===== config.mk =====
export PLATFORM = sky130hd
export DESIGN_NAME = lcd_bus_sequencer
export DESIGN_NICKNAME = d
export VERILOG_FILES = /design/src/rtl/lcd_bus_sequencer.sv
export SDC_FILE = /design/constraint.sdc
export NUM_CORES = 1
export LEC_CHECK = 0
export CAP_MARGIN = 20
export CORE_ASPECT_RATIO = 0.8
export CORE_MARGIN = 1
export CORE_UTILIZATION = 35
export CTS_CLUSTER_SIZE = 20
export DETAILED_ROUTE_END_ITERATION = 10
export DONT_BUFFER_PORTS = 1
export GPL_ROUTABILITY_DRIVEN = 0
export PLACE_DENSITY = 0.56
export SLEW_MARGIN = 20
export SYNTH_ARGS = -nofsm -noshare
export SYNTH_HDL_FRONTEND = slang
export SYNTH_SLANG_ARGS = --single-unit

===== constraint.sdc =====
create_clock -name refclk -period 5.41 [get_ports refclk]
set_input_delay 0.541 -clock refclk [delete_from_list [all_inputs] [get_ports refclk]]
set_output_delay 0.541 -clock refclk [all_outputs]
set_load 0.005 [all_outputs]

===== src/rtl/lcd_bus_sequencer.sv =====
// HD44780 4-bit bus owner: power-on init, then two-port byte writer.
// Tie policy: LCD_ARB_RR_EN selects round-robin, else port A wins ties.
module lcd_bus_sequencer #(
  parameter int CLK_MHZ  = 12,
  parameter int E_CYCLES = 6,
  parameter int SHORT_US = 40,
  parameter int LONG_US  = 1640,
  parameter int PWRUP_US = 15000
) (
  input  logic       refclk,
  input  logic       rst_n,
  input  logic       a_valid,
  input  logic       a_rs,
  input  logic [7:0] a_data,
  output logic       a_ready,
  input  logic       b_valid,
  input  logic       b_rs,
  input  logic [7:0] b_data,
  output logic       b_ready,
  output logic [3:0] lcd_dq,
  output logic       lcd_rs,
  output logic       lcd_e,
  output logic       init_done,
  output logic       busy
);

  localparam int CW = 16;
  localparam int PW = (CLK_MHZ > 1) ? $clog2(CLK_MHZ) : 1;
  localparam int EW = (E_CYCLES > 1) ? $clog2(E_CYCLES) : 1;

  typedef enum logic [3:0] {
    S_PWRUP,
    S_INIT,
    S_IDLE,
    S_SETUP_HI,
    S_E_HI,
    S_HOLD_HI,
    S_SETUP_LO,
    S_E_LO,
    S_HOLD_LO,
    S_WAIT
  } state_t;

  state_t          state;
  logic [PW-1:0]   psc;
  logic            tick;
  logic [CW-1:0]   cnt;
  logic [EW-1:0]   ecnt;
  logic [2:0]      step;
  logic            armed;
  logic [7:0]      hold_data;
  logic            hold_rs;
  logic            single;
  logic [7:0]      init_b;
  logic            grant_a;
  logic            grant_b;
  logic            sel_rs;
  logic [7:0]      sel_data;
  logic            idle_st;

  assign tick    = (psc == PW'(CLK_MHZ - 1));
  assign idle_st = (state == S_IDLE);

`ifdef LCD_ARB_RR_EN
  logic last_b;

  // remember the last winner so the next tie goes to the other port
  always_ff @(posedge refclk or negedge rst_n) begin
    if (!rst_n)
      last_b <= 1'b1;
    else if (a_ready | b_ready)
      last_b <= b_ready;
  end

  assign grant_a = a_valid & (~b_valid | last_b);
  assign grant_b = b_valid & (~a_valid | ~last_b);
`else
  assign grant_a = a_valid;
  assign grant_b = b_valid & ~a_valid;
`endif

  assign a_ready  = idle_st & grant_a;
  assign b_ready  = idle_st & grant_b;
  assign sel_rs   = grant_a ? a_rs : b_rs;
  assign sel_data = grant_a ? a_data : b_data;

  // init script: four wake-up nibbles then four config bytes
  always_comb begin
    init_b = 8'h06;
    unique case (step)
      3'd0, 3'd1, 3'd2: init_b = 8'h30;
      3'd3:             init_b = 8'h20;
      3'd4:             init_b = 8'h28;
      3'd5:             init_b = 8'h0C;
      3'd6:             init_b = 8'h01;
      default:          init_b = 8'h06;
    endcase
  end

  // counter load is N+1 so the wait is never shorter than N us
  function automatic logic [CW-1:0] wait_len(
    input logic       in_init,
    input logic [2:0] s,
    input logic       rs,
    input logic [7:0] d
  );
    logic slow;
    slow = !rs && (d == 8'h01 || d == 8'h02 || d == 8'h03);
    if (in_init && s == 3'd0) return CW'(4100 + 1);
    if (in_init && s == 3'd1) return CW'(100 + 1);
    if (slow) return CW'(LONG_US + 1);
    return CW'(SHORT_US + 1);
  endfunction

  // free-running 1us prescaler
  always_ff @(posedge refclk or negedge rst_n) begin
    if (!rst_n)
      psc <= '0;
    else if (tick)
      psc <= '0;
    else
      psc <= psc + PW'(1);
  end

  // bus sequencer: init script, arbitration, nibble strobes, delays
  always_ff @(posedge refclk or negedge rst_n) begin
    if (!rst_n) begin
      state     <= S_PWRUP;
      armed     <= 1'b0;
      cnt       <= '0;
      ecnt      <= '0;
      step      <= '0;
      hold_data <= '0;
      hold_rs   <= 1'b0;
      single    <= 1'b0;
      lcd_dq    <= '0;
      lcd_rs    <= 1'b0;
      lcd_e     <= 1'b0;
      init_done <= 1'b0;
      busy      <= 1'b1;
    end else begin
      unique case (state)
        S_PWRUP: begin
          if (!armed) begin
            cnt   <= CW'(PWRUP_US + 1);
            armed <= 1'b1;
          end else if (cnt == '0) begin
            step  <= '0;
            state <= S_INIT;
          end else if (tick) begin
            cnt <= cnt - CW'(1);
          end
        end
        S_INIT: begin
          hold_data <= init_b;
          hold_rs   <= 1'b0;
          single    <= ~step[2];
          lcd_dq    <= init_b[7:4];
          lcd_rs    <= 1'b0;
          state     <= S_SETUP_HI;
        end
        S_IDLE: begin
          if (grant_a | grant_b) begin
            hold_data <= sel_data;
            hold_rs   <= sel_rs;
            single    <= 1'b0;
            lcd_dq    <= sel_data[7:4];
            lcd_rs    <= sel_rs;
            busy      <= 1'b1;
            state     <= S_SETUP_HI;
          end
        end
        S_SETUP_HI: begin
          lcd_e <= 1'b1;
          ecnt  <= '0;
          state <= S_E_HI;
        end
        S_E_HI: begin
          if (ecnt == EW'(E_CYCLES - 1)) begin
            lcd_e <= 1'b0;
            state <= S_HOLD_HI;
          end else begin
            ecnt <= ecnt + EW'(1);
          end
        end
        S_HOLD_HI: begin
          if (single) begin
            cnt   <= wait_len(~init_done, step,
                              hold_rs, hold_data);
            state <= S_WAIT;
          end else begin
            lcd_dq <= hold_data[3:0];
            state  <= S_SETUP_LO;
          end
        end
        S_SETUP_LO: begin
          lcd_e <= 1'b1;
          ecnt  <= '0;
          state <= S_E_LO;
        end
        S_E_LO: begin
          if (ecnt == EW'(E_CYCLES - 1)) begin
            lcd_e <= 1'b0;
            state <= S_HOLD_LO;
          end else begin
            ecnt <= ecnt + EW'(1);
          end
        end
        S_HOLD_LO: begin
          cnt   <= wait_len(~init_done, step,
                            hold_rs, hold_data);
          state <= S_WAIT;
        end
        S_WAIT: begin
          if (cnt == '0) begin
            if (init_done) begin
              busy  <= 1'b0;
              state <= S_IDLE;
            end else if (step == 3'd7) begin
              init_done <= 1'b1;
              busy      <= 1'b0;
              state     <= S_IDLE;
            end else begin
              step  <= step + 3'd1;
              state <= S_INIT;
            end
          end else if (tick) begin
            cnt <= cnt - CW'(1);
          end
        end
        default: state <= S_PWRUP;
      endcase
    end
  end

endmodule


==> results of run 1 <==
layout by cell type (no fill, tap or decap), types with 3 or more instances in the layout:
cell type and n:
o211ai_1 4, nand2_2 3, nor2_1 35, nor4_1 3, o22a_1 4, a221o_1 3
mux2i_1 14, a22o_1 3, a31oi_1 10, nor3_1 9, o21ai_0 22, and2_1 5
and3_1 3, o31ai_1 3, a21oi_1 12, inv_1 16, nand3_1 11, ha_1 10
nand2_1 27, clkbuf_16 5, o21a_1 4, o21ai_1 20, nand2b_1 5, dfrtp_1 47
nor2b_1 3
critical path, delay by kind of cell, from the launching register on:
family | cells | cell delay (ns)
DFF | 1 | 0.69
and+or+nand+nor | 3 | 1.24
synthesized netlist by cell type (3+ instances only):
cell type	number	share of area
and3_1	3	0.0057
buf_2	6	0.0092
and2_1	5	0.0096
nand2b_1	5	0.0096
buf_4	5	0.011
o21ai_0	22	0.034
o21a_1	4	0.0092
nand2_2	3	0.0057
nor2b_1	3	0.0057
ha_1	10	0.038
o22a_1	4	0.011
a22o_1	3	0.0080
a31oi_1	10	0.019
o31ai_1	3	0.0069
nor3_1	9	0.014
nor4_1	3	0.0057
a21oi_1	12	0.018
nand3_1	11	0.017
mux2i_1	14	0.043
o211ai_1	4	0.0092
nor2_1	35	0.040
clkbuf_1	5	0.0057
nand2_1	27	0.031
inv_1	16	0.018
a221o_1	3	0.0092
dfrtp_1	47	0.36
o21ai_1	20	0.031
metal layers:
layer | vias up | GRT usage | wire [µm]
met5 | - | 0 | 0
met4 | 0 | 0.0400 | 60
met3 | 5 | 0.0324 | 486
met2 | 97 | 0.277 | 3550
met1 | 1316 | 0.276 | 4190
li1 | 1324 | - | -
cell type report:
type                       instances  area [µm²]
inverter                          16        60.1
sequential                        48        1200
clock inverter                     3        42.5
timing repair buffer               1        27.5
multi-input combinational        279        1920
tap                              115         144
clock buffer                       5         125
fill                             938        5550
worst max-delay path by stage:
stage,endpoint,depth (start not counted),slack (ns)
3_3_place_gp,cnt[9],5,2.86
3_5_place_dp,cnt[9],5,2.65
6_report,a_ready,3,2.64
5_1_grt,a_ready,3,2.52
4_1_cts,cnt[9],5,2.64
2_1_floorplan,a_ready,5,3.52
flip-flops by register name (all words and copies together), names as in the netlist:
register and cells:
hold_data 8, armed 1, lcd_dq 4, lcd_e 1, single 1, hold_rs 1, cnt 16, init_done 1
psc 4, busy 1, ecnt 3, step 3, state 4
logic make-up (layout without fill, tap and decap cells):
group,count (synthesis),after routing,share of synthesized area
flops,48,48,0.368
fa+ha+maj,10,10,0.0383
xor+xnor,2,2,0.00536
compound gates,115,115,0.254
simple gates,136,136,0.239
mux,16,16,0.0497
buf+inv,33,25,0.0459
repair_timing:
item                                    CTS  global route
hold buffers                              1             0
hold endpoints to repair                 47             0
endpoints found under the setup margin    0             0
power by group through the flow:
stage               combinational, µW  clock [µW]  sequential, µW
detailed placement               8.08           0             370
finish                           17.3         358             363
CTS                              18.1         368             363
global placement                 7.88           0             370
floorplan                        8.45           0             369
global route                     19.7         380             363
per-stage QoR:
stage	worst slack, ns	cells	area [µm²]
after floorplan	3.52	360	3270
after global placement	2.86	458	3320
after detailed placement	2.65	458	3320
after CTS	2.64	467	3520
after global routing	2.52	467	3530
final	2.64	467	3530
==> results.sh, run 1 <==
export IMPL_cp_max_fo=23
export IMPL_synthArstFlopShare=1.00
export IMPL_cts_buffer_depth=2
export IMPL_worstReg2RegStart="state[2]"
export IMPL_grt_pass1_wl_um=13800
export IMPL_die_w_um=110
export IMPL_cts_htree_levels=2
export IMPL_root_buffer="clkbuf_16"
export IMPL_synth_main_ff_cell="dfrtp_1"
export IMPL_end_kind="primary output"
export IMPL_clk_latency_ns=0.29
export IMPL_powerDensity_nw_per_um2=209
export IMPL_r2r_slack_ns=2.82
export IMPL_setup_tns_ns=0
export IMPL_setup_violations=0
export IMPL_hold_viol=0
export IMPL_nets=383
export IMPL_cpMaxStageDelayCell="dfrtp_1"
export IMPL_crit_chain="nor2_1 -> nand2_1 -> nor2_1"
export IMPL_synth_edf_count=0
export IMPL_combPwrFrac=0.023
export IMPL_grt_pass1_vias=2615
export IMPL_wire_per_inst_um=17.7
export IMPL_num_vias=2742
export IMPL_hold_class="in2async"
export IMPL_pwr_share_seq=0.491
export IMPL_crit_path_max_incr_delay_ns=0.69
export IMPL_ys_seq_elements=48
export IMPL_cpMostUsedCell="nor2_1"
export IMPL_fin_skew_ns=0.00444
export IMPL_p_int_uw=585
export IMPL_cts_sinks=48
export IMPL_antenna_found_initial=0
export IMPL_p_leak_uw=0.00150
export IMPL_grt_remaining_overflow=0
export IMPL_power_switching_uw=153
export IMPL_synth_nets=392
export IMPL_synth_cell_types=80
export IMPL_die_y_um=88.5
export IMPL_period_share=0.511
export IMPL_num_rows=31
export IMPL_timing_fmax_mhz=361
export IMPL_design_die_area_um2=9740
export IMPL_start_util=0.360
export IMPL_detailed_place_hpwl_um=5870
export IMPL_cp_required_ns=4.87
export IMPL_yosysSeqAreaShare=0.368
export IMPL_fin_crit_ns=2.77
export IMPL_port_buffers=0
export IMPL_ant_nets=0
export IMPL_synthToLayoutAreaGrowth_pct=7.80
export IMPL_synthCells=360
export IMPL_first_pass_iters=4
export IMPL_criticalPathCategory="reg2out"
export IMPL_cts_resized_gates=0
export IMPL_r2r_cells=4
export IMPL_rsz0062_at_grt="false"
export IMPL_drt_wl_total_um=8290
export IMPL_grt_use_total=0.185
export IMPL_finalPower_uw=738
export IMPL_cts_clk_slew_worst_paths_ns=0.06
export IMPL_drt_vias_per_instance=5.87
export IMPL_grt_max_degree=48
export IMPL_core_area_um2=9080
export IMPL_postCtsSetupRepairBufs=0
export IMPL_diodes=0
export IMPL_reg2reg_to="cnt[1]"
export IMPL_avgSynthCellArea_um2=9.09
export IMPL_drive_gt1_frac=0.119
export IMPL_drc=0
export IMPL_cts_tree="yes"
export IMPL_status="finished, final reports clean"
export IMPL_swShare=0.207
export IMPL_vdd_ir_drop_max_mv=0.126
export IMPL_cap_violations=0
export IMPL_power_frac_clock=0.486
export IMPL_slew_headroom=0.377
export IMPL_crit_arrival_ns=2.23
export IMPL_final_util=0.388
export IMPL_cts_buffers=5
export IMPL_holdWs_ns=0.0933
export IMPL_syn_area_um2=3270
export IMPL_drt_iter0_drc=302
export IMPL_io_pins=32
export IMPL_worstMarginPinSlew_ns=0.934
export IMPL_crit_start="state[2]"
export IMPL_yosys_warnings=0
export IMPL_slew_viol_final=0
export IMPL_cp_start_kind="flop"
Note: power is estimated with default switching activity, not from simulation.
==> run 2, diff against run 1 <==
--- a/config.mk
+++ b/config.mk
@@ -13,7 +13,7 @@
 export DETAILED_ROUTE_END_ITERATION = 10
 export DONT_BUFFER_PORTS = 1
 export GPL_ROUTABILITY_DRIVEN = 0
-export PLACE_DENSITY = 0.56
+export PLACE_DENSITY = 0.58
 export SLEW_MARGIN = 20
 export SYNTH_ARGS = -nofsm -noshare
 export SYNTH_HDL_FRONTEND = slang
==> constraint.sdc (replaced) <==
create_clock -name refclk -period 2.4 [get_ports refclk]
set_input_delay 0.24 -clock refclk [delete_from_list [all_inputs] [get_ports refclk]]
set_output_delay 0.24 -clock refclk [all_outputs]
set_load 0.005 [all_outputs]
==> run 2 against run 1 <==
Sequential power rose by 130%. Die area did not move. Final area rose by 2.4%. Flip-flop and latch count did not move. Worst hold slack improved by 0.092 ns. First-iteration DRC count fell by 36%. Sequential share of layout area fell by 0.77 points. Register-to-register slack got worse by 2.6 ns. Total power rose by 120%. Via count rose by 1.3%. Critical endpoint unchanged.
==> results.sh, run 2 (same netlist as run 1, synthesis figures left out) <==
export IMPL_end_kind="primary output"
export IMPL_hp_start="b_rs"
export IMPL_worstReg2RegStart="cnt[0]"
export IMPL_slew_viol_final=0
export IMPL_swShare=0.199
export IMPL_cp_required_ns=2.16
export IMPL_regArea_um2=1200
export IMPL_layout_common_cells="46 x dfrtp_1, 35 x nor2_1, 27 x nand2_1"
export IMPL_wire_per_inst_um=17.2
export IMPL_port_buffers=0
export IMPL_largest_register="cnt"
export IMPL_synthToLayoutAreaGrowth_pct=10.4
export IMPL_hold_viol=0
export IMPL_crit_arrival_ns=1.97
export IMPL_power_switching_uw=328
export IMPL_nets=395
export IMPL_design_die_area_um2=9740
export IMPL_cts_htree_levels=2
export IMPL_postCtsSetupRepairBufs=0
export IMPL_core_area_um2=9080
export IMPL_io_pins=32
export IMPL_fin_crit_ns=2.21
export IMPL_cts_tree="yes"
export IMPL_diodes=0
export IMPL_fill_cells=920
export IMPL_cpLargestDelayFamily="simple AND/OR/NAND/NOR gates"
export IMPL_holdWs_ns=0.185
export IMPL_cp_start_kind="flop"
export IMPL_hold_class="in2reg"
export IMPL_cts_sinks=48
export IMPL_cp_buffers_inverters=2
export IMPL_crit_start="state[1]"
export IMPL_start_util=0.360
export IMPL_detailed_place_hpwl_um=6120
export IMPL_combPwrFrac=0.025
export IMPL_timing_fmax_mhz=453
export IMPL_drt_vias_per_instance=5.80
export IMPL_first_pass_iters=4
export IMPL_cts_buffer_depth=2
export IMPL_final_common_cell="dfrtp_1"
export IMPL_setup_violations=0
export IMPL_cp_max_fo=14
export IMPL_ant_nets=0
export IMPL_period_share=0.920
export IMPL_grt_remaining_overflow=0
export IMPL_drc=0
export IMPL_pwr_share_seq=0.496
export IMPL_crit_path_max_incr_delay_ns=0.54
export IMPL_cap_violations=0
export IMPL_clk_latency_ns=0.29
export IMPL_multi_input_area_um2=1920
export IMPL_powerDensity_nw_per_um2=457
export IMPL_drt_wl_total_um=8230
export IMPL_drt_iter0_drc=192
export IMPL_drive_gt1_frac=0.146
export IMPL_power_frac_clock=0.479
export IMPL_cts_buffers=5
export IMPL_grt_pass1_wl_um=13600
export IMPL_p_leak_uw=0.00155
export IMPL_grt_pass1_vias=2608
export IMPL_rsz0062_at_grt="false"
export IMPL_vdd_ir_drop_max_mv=0.245
export IMPL_fin_skew_ns=0.00423
export IMPL_die_y_um=88.5
export IMPL_antenna_found_initial=0
export IMPL_final_util=0.398
export IMPL_status="finished, final reports clean"
export IMPL_cts_clk_slew_worst_paths_ns=0.06
export IMPL_criticalPathCategory="reg2out"
export IMPL_num_rows=31
export IMPL_num_vias=2779
export IMPL_p_int_uw=1320
export IMPL_largest_reg_flops=16
export IMPL_grt_use_total=0.181
export IMPL_worstMarginPinSlew_ns=0.841
export IMPL_top_regs="cnt (16), hold_data (8)"
export IMPL_crit_chain="buf_4 -> nor2b_1 -> nand2_1 -> buf_4 -> nor2_1"
export IMPL_cpMostUsedCell="buf_4"
export IMPL_grt_max_degree=49
export IMPL_die_w_um=110
export IMPL_cpMaxStageDelayCell="dfrtp_2"
export IMPL_setup_tns_ns=0
export IMPL_root_buffer="clkbuf_16"
export IMPL_slew_headroom=0.439
## run 2: cell count changes in the layout (fill, tap and decap cells not counted)
cell,previous run,this run
and4_1,1,0
clkbuf_1,0,1
and4_2,0,1
dfrtp_1,47,46
clkinvlp_4,1,0
buf_4,0,11
dlygate4sd3_1,0,1
nor4bb_1,0,1
dfrtp_2,0,1
nor4bb_2,1,0
## run 2: cell type report
| cell class | count | area share |
|---|---|---|
| inverters | 16 | 0.0166 |
| flip-flops and latches | 48 | 0.333 |
| clock inverters | 2 | 0.00970 |
| repair buffers | 13 | 0.0333 |
| multi-input cells | 279 | 0.532 |
| clock buffers | 6 | 0.0357 |
| well taps | 115 | 0.0398 |
## run 2: per-stage QoR
step | setup slack [ns] | total power, µW | cells | area, µm²
floorplan | 0.593 | 851 | 360 | 3270
global placement | 0.186 | 851 | 469 | 3410
detailed placement | 0.162 | 852 | 469 | 3410
CTS | 0.0278 | 1680 | 479 | 3610
global route | 0.0242 | 1710 | 479 | 3610
finish | 0.193 | 1650 | 479 | 3610
## run 2: worst register-to-register path, cell delays in order (launching register included)
cell     delay (ns)
dfrtp_1        0.39
inv_1          0.11
ha_1           0.16
nor4b_1        0.46
and4_2         0.48
nor2_1         0.10
o41ai_2        0.34
## run 2: power groups by stage
| stage | sequential [µW] | combinational, µW | clock (µW) |
|---|---|---|---|
| 6_report | 818 | 40.5 | 791 |
| 5_1_grt | 818 | 46.6 | 844 |
| 4_1_cts | 818 | 42.8 | 820 |
| 3_5_place_dp | 833 | 18.4 | 0 |
| 3_3_place_gp | 833 | 18.1 | 0 |
| 2_1_floorplan | 832 | 19.0 | 0 |
## run 2: repair_timing
| item | in CTS | in global routing |
|---|---|---|
| endpoints found under the setup margin | 0 | 4 |
| gates resized for setup | 0 | 2 |
| hold buffers | 2 | 0 |
| endpoints found under the hold margin | 48 | 0 |
## run 2: routing by layer
layer,vias up,part of all wire,track usage
met1,1366,0.50,0.261
met5,-,0,0
met2,63,0.45,0.277
met3,8,0.041,0.0272
met4,0,0.010,0.0594
li1,1342,-,-
## run 2: final timing paths
kind	to	slack [ns]	cells after the start
worst max-delay path	a_ready	0.19	5
worst min-delay path	hold_rs	0.18	2
worst max register to register	state[2]	0.24	6
worst min register to register	psc[0]	0.47	1
max in group asynchronous	busy	1.66	2
min in group asynchronous	cnt[8]	0.46	2
